--- src/rtl/cpu_pkg.sv ---
// Shared definitions for the program loader: FSM state encoding and word packing constant.
package cpu_pkg;

    localparam int BYTES_PER_WORD = 2;

    typedef enum logic [2:0] {
        ST_LEN  = 3'd0,
        ST_HI   = 3'd1,
        ST_LO   = 3'd2,
        ST_WR   = 3'd3,
        ST_CHK  = 3'd4,
        ST_DONE = 3'd5,
        ST_ERR  = 3'd6
    } state_e;

    // States in which the loader takes a byte from the stream
    function automatic logic state_accepts(input state_e s);
        return (s == ST_LEN) || (s == ST_HI) || (s == ST_LO) || (s == ST_CHK);
    endfunction

endpackage

--- src/rtl/loader_fsm.sv ---
// Control FSM of the program loader: state register and registered byte_ready decode.
// The CHK state is entered only when PROGRAM_LOADER_CHECKSUM_EN is defined.
module loader_fsm
    import cpu_pkg::*;
(
    input  logic   clk,
    input  logic   reset,
    input  logic   byte_valid,
    input  logic   len_zero,
    input  logic   len_too_big,
    input  logic   last_word,
    input  logic   chk_ok,
    output state_e state,
    output state_e state_next,
    output logic   byte_ready
);

    state_e state_q;
    state_e state_d;
    logic   byte_ready_q;
    logic   xfer_s;

    assign xfer_s = byte_valid && byte_ready_q;

    // Next-state decode
    always_comb begin
        state_d = state_q;
        case (state_q)
            ST_LEN: begin
                if (!xfer_s) begin
                    state_d = ST_LEN;
                end else if (len_too_big) begin
                    state_d = ST_ERR;
                end else if (len_zero) begin
`ifdef PROGRAM_LOADER_CHECKSUM_EN
                    state_d = ST_CHK;
`else
                    state_d = ST_DONE;
`endif
                end else begin
                    state_d = ST_HI;
                end
            end
            ST_HI: begin
                if (xfer_s) begin
                    state_d = ST_LO;
                end else begin
                    state_d = ST_HI;
                end
            end
            ST_LO: begin
                if (xfer_s) begin
                    state_d = ST_WR;
                end else begin
                    state_d = ST_LO;
                end
            end
            ST_WR: begin
                if (last_word) begin
`ifdef PROGRAM_LOADER_CHECKSUM_EN
                    state_d = ST_CHK;
`else
                    state_d = ST_DONE;
`endif
                end else begin
                    state_d = ST_HI;
                end
            end
            ST_CHK: begin
                if (!xfer_s) begin
                    state_d = ST_CHK;
                end else if (chk_ok) begin
                    state_d = ST_DONE;
                end else begin
                    state_d = ST_ERR;
                end
            end
            ST_DONE: state_d = ST_DONE;
            ST_ERR:  state_d = ST_ERR;
            default: state_d = ST_ERR;
        endcase
    end

    // State register; ready is decoded from the next state so it is valid with the state
    always_ff @(posedge clk) begin
        if (!reset) begin
            state_q      <= ST_LEN;
            byte_ready_q <= 1'b0;
        end else begin
            state_q      <= state_d;
            byte_ready_q <= state_accepts(state_d);
        end
    end

    assign state      = state_q;
    assign state_next = state_d;
    assign byte_ready = byte_ready_q;

endmodule

--- src/rtl/program_loader.sv ---
// Loads a length-prefixed byte stream into RAM as 16-bit words and holds the CPU in reset until done.
// Define PROGRAM_LOADER_CHECKSUM_EN to require a trailing XOR checksum byte.
module program_loader
    import cpu_pkg::*;
#(
    parameter int DATA_WIDTH = 8 * BYTES_PER_WORD,
    parameter int ADDR_WIDTH = 8
) (
    input  logic                  clk,
    input  logic                  reset,
    input  logic [7:0]            byte_in,
    input  logic                  byte_valid,
    output logic                  byte_ready,
    output logic [ADDR_WIDTH-1:0] mem_address,
    output logic [DATA_WIDTH-1:0] mem_wdata,
    output logic                  mem_write,
    output logic                  cpu_reset,
    output logic                  done,
    output logic                  error,
    output logic [ADDR_WIDTH:0]   word_count
);

    localparam int unsigned CAPACITY = 2 ** ADDR_WIDTH;

    state_e state_s;
    state_e state_next_s;
    logic   xfer_s;
    logic   len_zero_s;
    logic   len_too_big_s;
    logic   last_word_s;
    logic   chk_ok_s;

    logic [7:0]            len_q, len_d;
    logic [7:0]            hi_q, hi_d;
    logic [DATA_WIDTH-1:0] wdata_q, wdata_d;
    logic [ADDR_WIDTH-1:0] addr_q, addr_d;
    logic                  mem_write_q, mem_write_d;
    logic [ADDR_WIDTH:0]   word_count_q, word_count_d;
    logic                  done_q, done_d;
    logic                  error_q, error_d;
    logic                  cpu_reset_q, cpu_reset_d;

    loader_fsm u_fsm (
        .clk         (clk),
        .reset       (reset),
        .byte_valid  (byte_valid),
        .len_zero    (len_zero_s),
        .len_too_big (len_too_big_s),
        .last_word   (last_word_s),
        .chk_ok      (chk_ok_s),
        .state       (state_s),
        .state_next  (state_next_s),
        .byte_ready  (byte_ready)
    );

    assign xfer_s        = byte_valid && byte_ready;
    assign len_zero_s    = (byte_in == 8'd0);
    assign len_too_big_s = (32'(byte_in) > CAPACITY);
    assign last_word_s   = ((32'(word_count_q) + 32'd1) == 32'(len_q));

`ifdef PROGRAM_LOADER_CHECKSUM_EN
    logic [7:0] csum_q, csum_d;

    assign chk_ok_s = (byte_in == csum_q);

    // Running XOR over the length byte and every data byte
    always_comb begin
        csum_d = csum_q;
        if (xfer_s && (state_s == ST_LEN)) begin
            csum_d = byte_in;
        end else if (xfer_s && ((state_s == ST_HI) || (state_s == ST_LO))) begin
            csum_d = csum_q ^ byte_in;
        end else begin
            csum_d = csum_q;
        end
    end

    // Checksum register
    always_ff @(posedge clk) begin
        if (!reset) begin
            csum_q <= 8'd0;
        end else begin
            csum_q <= csum_d;
        end
    end
`else
    assign chk_ok_s = 1'b0;
`endif

    // Datapath: length/high-byte latches, word assembly, write strobe and word counter
    always_comb begin
        len_d        = len_q;
        hi_d         = hi_q;
        wdata_d      = wdata_q;
        addr_d       = addr_q;
        mem_write_d  = 1'b0;
        word_count_d = word_count_q;
        case (state_s)
            ST_LEN: begin
                if (xfer_s) begin
                    len_d = byte_in;
                end else begin
                    len_d = len_q;
                end
            end
            ST_HI: begin
                if (xfer_s) begin
                    hi_d = byte_in;
                end else begin
                    hi_d = hi_q;
                end
            end
            ST_LO: begin
                if (xfer_s) begin
                    wdata_d     = {hi_q, byte_in};
                    addr_d      = word_count_q[ADDR_WIDTH-1:0];
                    mem_write_d = 1'b1;
                end else begin
                    mem_write_d = 1'b0;
                end
            end
            ST_WR:   word_count_d = word_count_q + {{ADDR_WIDTH{1'b0}}, 1'b1};
            default: word_count_d = word_count_q;
        endcase
        done_d      = (state_next_s == ST_DONE);
        error_d     = (state_next_s == ST_ERR);
        cpu_reset_d = (state_next_s != ST_DONE);
    end

    // Datapath and status registers
    always_ff @(posedge clk) begin
        if (!reset) begin
            len_q        <= 8'd0;
            hi_q         <= 8'd0;
            wdata_q      <= '0;
            addr_q       <= '0;
            mem_write_q  <= 1'b0;
            word_count_q <= '0;
            done_q       <= 1'b0;
            error_q      <= 1'b0;
            cpu_reset_q  <= 1'b1;
        end else begin
            len_q        <= len_d;
            hi_q         <= hi_d;
            wdata_q      <= wdata_d;
            addr_q       <= addr_d;
            mem_write_q  <= mem_write_d;
            word_count_q <= word_count_d;
            done_q       <= done_d;
            error_q      <= error_d;
            cpu_reset_q  <= cpu_reset_d;
        end
    end

    assign mem_address = addr_q;
    assign mem_wdata   = wdata_q;
    assign mem_write   = mem_write_q;
    assign word_count  = word_count_q;
    assign done        = done_q;
    assign error       = error_q;
    assign cpu_reset   = cpu_reset_q;

endmodule

--- config.mk ---
export PLATFORM = sky130hd
export DESIGN_NAME = program_loader
export DESIGN_NICKNAME = d
export VERILOG_FILES = /design/src/rtl/cpu_pkg.sv /design/src/rtl/loader_fsm.sv /design/src/rtl/program_loader.sv
export SDC_FILE = /design/constraint.sdc
export NUM_CORES = 1
export LEC_CHECK = 0
export CORE_ASPECT_RATIO = 0.6
export CORE_UTILIZATION = 30
export CTS_CLUSTER_SIZE = 20
export DETAILED_ROUTE_END_ITERATION = 10
export HOLD_SLACK_MARGIN = 0.1
export PLACE_DENSITY = 0.56
export SYNTH_ARGS = -nofsm -noshare
export SYNTH_HDL_FRONTEND = slang
export SYNTH_HIERARCHICAL = 1
export SYNTH_SLANG_ARGS = --single-unit
--- constraint.sdc ---
create_clock -name clk -period 3.1 [get_ports clk]
set_input_delay 0.465 -clock clk [delete_from_list [all_inputs] [get_ports clk]]
set_output_delay 0.465 -clock clk [all_outputs]
set_load 0.005 [all_outputs]
==> results_dict.tcl, run 1 <==
set metrics [dict create \
    pin_count 49 \
    tns_ns 0 \
    power_density_nw_per_um2 514 \
    cts.sinks 57 \
    ys_ff_latch 57 \
    final_hold_viol_count 0 \
    final_area_um2 3420 \
    final-setup-viol-count 0 \
    cts_buffer_depth 2 \
    cts_hold_buf 0 \
    rsz0062_at_grt "no" \
    grt_antenna_before_repair 0 \
    syn_area_per_cell_um2 8.93 \
    fp.coreArea_um2 8040 \
    rows 25 \
    synthCells 285 \
    synthArstFlopShare_pct 0 \
    htree_levels 3 \
    syn_to_final_growth_pct 34.4 \
    ys.flop_type "dfxtp_1" \
    grt_usage_pct 15.7 \
    min_period_ns 2.48 \
    whs_path_depth 2 \
    place_area_um2 3160 \
    portBuffers 48 \
    synthXorXnorAreaFrac_pct 5.16 \
    synth_compound_area_share_pct 15.0 \
    gp_congestion 0.826 \
    firstDrtPassIters 4 \
    end_kind "register" \
    worst_setup_path_start_kind "register" \
    yosysUniqueCellTypes 48 \
    peakVddDrop_v 0.000268 \
    grt_pass1_wl_mm 10.3 \
    yosysWarningCount 6 \
    reg2reg_depth 10 \
    drv_cap 0 \
    clkTransAtPathRegs_ns 0.05 \
    cts_tree "yes" \
    synth_edf_count 0 \
    clk_latency_ns 0.32 \
    wl_per_cell_um 14.4 \
    wl_mm 6.50 \
    postCtsSetupBuffers 0 \
    slew_viol_final 0 \
    finalCritPeriodShare_pct 79.9 \
    synthMuxAreaShare_pct 3.54 \
    r2r-end "done" \
    leakage_nw 1.18 \
    cts_made_buffers 9 \
    grt_max_degree 37 \
    required_ns 3.31 \
    critical_path_class "reg -> reg" \
    drtAntennaViolNets 0 \
    cts_resized 0 \
    grt_pass1_vias 1945 \
    antennaDiodeCount 0 \
    die-width_um 121 \
    layout-drive-gt1-share_pct 8.45 \
    hpwlAfterDp_mm 4.51 \
    timing.final.ws_setup_ns 0.622 \
    ff2ff_setup_slack_ns 0.62 \
    min_path_type "reg -> reg" \
    die-area_um2 8870 \
    syn_area_um2 2540 \
    drc 0 \
    fmax_ghz 0.404 \
    drtIter0Drc 112 \
    whs_endpoint "mem_wdata[10]" \
    grt.overflow.total 0 \
    fin_nets 351 \
    avgViaCountPerCell 4.67 \
    synth_top_family_by_area "simple AND/OR/NAND/NOR gates" \
    dieHeight_um 73.3 \
    worst_slew_pin_slew_ns 0.875 \
    skew_ns 0.00755 \
    status "finished clean" \
    synth-simple-area-share_pct 27.2 \
    ys_seq_area_share_pct 44.8 \
    cp_max_fo 6 \
    dp_slack_ns 0.539 \
    slew_headroom_pct 41.6 \
    hp-start "hi_q[2]" \
    cts_root_buf "clkbuf_16" \
    r2r_start "word_count[1]" \
    initial_utilization_pct 31.7 \
    vias 2105 \
    crit_arrival_ns 2.69 \
    synthAdderAreaFrac_pct 0.492 \
]
==> metrics by stage <==
step | hold slack (ns) | instances | utilization [%] | total power (W)
floorplan | 0.431 | 287 | - | 0.000852
global placement | 0.443 | 436 | 39.3 | 0.000900
detailed placement | 0.450 | 436 | 39.3 | 0.000901
CTS | 0.456 | 451 | 42.5 | 0.00178
global route | 0.474 | 451 | 42.5 | 0.00182
finish | 0.451 | 451 | 42.5 | 0.00176
==> power breakdown <==
part	switching (W)	internal [W]
Sequential	0.0000221	0.000748
Clock	0.000319	0.000550
Combinational	0.0000570	0.0000602
==> Yosys cell counts, types with 3 or more instances <==
cell type	count	area (um^2)
nand2_1	66	248
mux2i_1	9	90.1
dfxtp_1	57	1140
nor2b_1	8	50.1
and2_1	13	81.3
xnor2_1	10	87.6
buf_2	7	35.0
xor2_1	5	43.8
inv_1	4	15.0
nor2_1	12	45.0
o21ai_0	3	15.0
clkbuf_1	5	18.8
a21boi_0	21	158
a21boi_1	12	90.1
nand3_1	13	65.1
==> cells in the final DEF, fill, tap and decap left out, types with 6 or more instances in the layout <==
cell	synthesis	routed
buf_4	0	6
nor2b_1	8	8
a21boi_0	21	21
mux2i_1	9	9
nor2_1	12	12
a21boi_1	12	12
nand2_1	66	66
and2_1	13	13
clkbuf_16	0	9
dfxtp_1	57	57
clkdlybuf4s50_1	0	48
nand3_1	13	13
xnor2_1	10	10
==> per-layer routing <==
metal  wire, um  vias up  track usage (%)
li1           -     1079                -
met4         46        0             4.94
met2       2510       48             19.8
met5          0        -                0
met3        377        6             5.98
met1       3560      972             23.5
==> worst max-delay path: stages (launching register included) <==
cell	delay, ns
dfxtp_1	0.45
ha_1	0.31
nand2_1	0.13
or3_1	0.37
nor4b_1	0.17
nor3_1	0.23
nor3_1	0.09
a31oi_1	0.22
o41ai_2	0.15
nand4b_1	0.18
inv_1	0.05
==> kinds of logic (layout without fill, tap and decap cells) <==
group,after synthesis,in the layout
buffers and inverters,18,74
other,1,3
multiplexers,9,9
AND/OR/NAND/NOR,135,135
XOR/XNOR,15,15
AO/OA/AOI/OAI,49,49
flip-flops,57,57
adder cells (fa/ha/maj),1,1
==> state kept, by name (all words and copies together) (netlist names) <==
name              flops
mem_wdata            16
word_count            9
hi_q                  8
len_q                 8
mem_address           8
u_fsm/state           3
cpu_reset             1
done                  1
error                 1
mem_write             1
u_fsm/byte_ready      1
==> worst max-delay path by stage <==
stage	slack, ns	endpoint	from	cells after the start
2_1_floorplan	1.05	u_fsm/state[2]	word_count[0]	9
4_1_cts	0.63	done	word_count[1]	10
3_3_place_gp	0.59	mem_address[6]	byte_valid	5
3_5_place_dp	0.54	mem_wdata[2]	byte_valid	5
5_1_grt	0.44	done	word_count[1]	10
6_report	0.62	done	word_count[1]	10
==> layout make-up <==
type                       count  area (um^2)
fill                         793         4620
multi-input combinational    212         1320
sequential                    57         1140
timing repair buffer          55          546
clock buffer                  11          243
tap                          108          135
clock inverter                 4         20.0
inverter                       4         15.0
Note: power is estimated with default switching activity, not from simulation.
==> inputs of run 2 (changes only) <==
Settings changed: PLACE_DENSITY 0.56 to 0.58.
Clock period 3.1 ns to 2.1 ns, I/O delays scaled along.
==> results_dict.tcl, run 2 (synthesis results as in run 1) <==
set metrics [dict create \
    status "finished clean" \
    place_area_um2 3320 \
    worst_setup_path_start_kind "register" \
    slew_viol_final 0 \
    dieHeight_um 73.3 \
    clkTransAtPathRegs_ns 0.05 \
    leakage_nw 1.33 \
    drtAntennaViolNets 0 \
    htree_levels 3 \
    min_period_ns 2.04 \
    crit_arrival_ns 2.26 \
    cpPeakStageDelay_ns 0.39 \
    whs_path_depth 2 \
    cts_buffer_depth 2 \
    grt.overflow.total 0 \
    cts.sinks 57 \
    required_ns 2.32 \
    cts_tree "yes" \
    peakVddDrop_v 0.000434 \
    die-area_um2 8870 \
    slew_headroom_pct 59.4 \
    tns_ns 0 \
    cts_hold_buf 0 \
    power_density_nw_per_um2 737 \
    crit_top_cell "nor3_2" \
    reg2reg_depth 10 \
    grt_pass1_vias 2095 \
    portBuffers 48 \
    min_path_type "reg -> reg" \
    gp_congestion 0.802 \
    layout-drive-gt1-share_pct 17.0 \
    fin_nets 372 \
    firstDrtPassIters 4 \
    die-width_um 121 \
    finalNonFillerCells 472 \
    grt_max_degree 57 \
    syn_to_final_growth_pct 44.7 \
    rsz0062_at_grt "yes" \
    worst_slew_pin_slew_ns 0.608 \
    rows 25 \
    final_area_um2 3680 \
    finalCritPeriodShare_pct 97.1 \
    fp.coreArea_um2 8040 \
    grt_usage_pct 16.2 \
    pin_count 49 \
    clk_latency_ns 0.33 \
    antennaDiodeCount 0 \
    fmax_ghz 0.491 \
    grt_antenna_before_repair 0 \
    timing.final.ws_setup_ns 0.0619 \
    mostFrequentLayoutCells "nand2_1, dfxtp_1, clkdlybuf4s50_1" \
    skew_ns 0.00508 \
    drv_cap 0 \
    grt_pass1_wl_mm 10.7 \
    drtIter0Drc 109 \
    whs_ns 0.451 \
    path_cells "ha_4 -> nand2_4 -> or3_4 -> nor4b_4 -> nor3_2 -> nor3_2 -> a31oi_1 -> o41ai_2 -> nand4b_1 -> inv_1" \
    wl_mm 6.47 \
    ff2ff_setup_slack_ns 0.06 \
    cp_max_fo 4 \
    dp_slack_ns -0.186 \
    layout_commonest_cell "nand2_1" \
    vias 2217 \
    critical_path_class "reg -> reg" \
    hpwlAfterDp_mm 4.64 \
    wl_per_cell_um 13.7 \
    cts_root_buf "clkbuf_16" \
    dp.cells 456 \
    cpMaxStageDelayCell "or3_4" \
    initial_utilization_pct 31.7 \
    drc 0 \
    final_hold_viol_count 0 \
    cts_made_buffers 9 \
    avgViaCountPerCell 4.70 \
    final-setup-viol-count 0 \
    largest_reg_flops 16 \
    end_kind "register" \
]
[run 2: changes by cell type in the layout (fill, tap and decap cells not counted), sizes merged]
cell,before,now
buf,7,28
bufinv,0,1
clkinv,4,3
[run 2: power breakdown]
group	total, W	internal (W)	switching (W)
logic	0.000205	0.000108	0.0000972
clock network	0.00138	0.000902	0.000476
registers	0.00113	0.00110	0.0000274
total	0.00271	0.00211	0.000600
[run 2: path summary, 6_finish.rpt]
| path | start | endpoint |
|---|---|---|
| setup / recovery | word_count[1] | done |
| hold / removal | mem_wdata[15] | mem_wdata[15] |
| setup reg to reg | word_count[1] | done |
| hold reg to reg | mem_wdata[15] | mem_wdata[15] |
[run 2: metrics by stage]
step	utilization [%]	power (W)
after floorplan	-	0.00126
after global placement	41.3	0.00135
after detailed placement	41.3	0.00135
after CTS	44.8	0.00274
after global routing	45.8	0.00282
final	45.8	0.00271
[run 2: area by class of cell]
cell class / count / area (um^2)
sequential: 57 / 1140
fill: 771 / 4360
clock inverter: 4 / 45.0
clock buffer: 11 / 233
tap: 108 / 135
inverter: 4 / 15.0
timing repair buffer: 76 / 716
multi-input combinational: 212 / 1390
[run 2: worst max-delay path, delay by kind of cell (launching register included)]
family | cells | cell delay, ns
adder cells (fa/ha/maj) | 1 | 0.17
flip-flops | 1 | 0.35
AND/OR/NAND/NOR | 6 | 1.03
AO/OA/AOI/OAI | 2 | 0.34
buffers and inverters | 1 | 0.05
[run 2: routing by layer]
metal	global-route usage (%)	share of wire, %	vias to the layer above
met4	5.35	1.2	0
li1	-	-	1123
met2	22.5	40	56
met1	22.4	53	1029
met5	0	0	-
met3	6.60	5.3	9
[run 2: timing repair]
| item | in CTS | in global routing |
|---|---|---|
| hold endpoints to repair | 0 | 0 |
| setup endpoints to repair | 4 | 5 |
| buffers inserted | 0 | 1 |
| gates resized for setup | 2 | 15 |
| pin swaps | 2 | 11 |
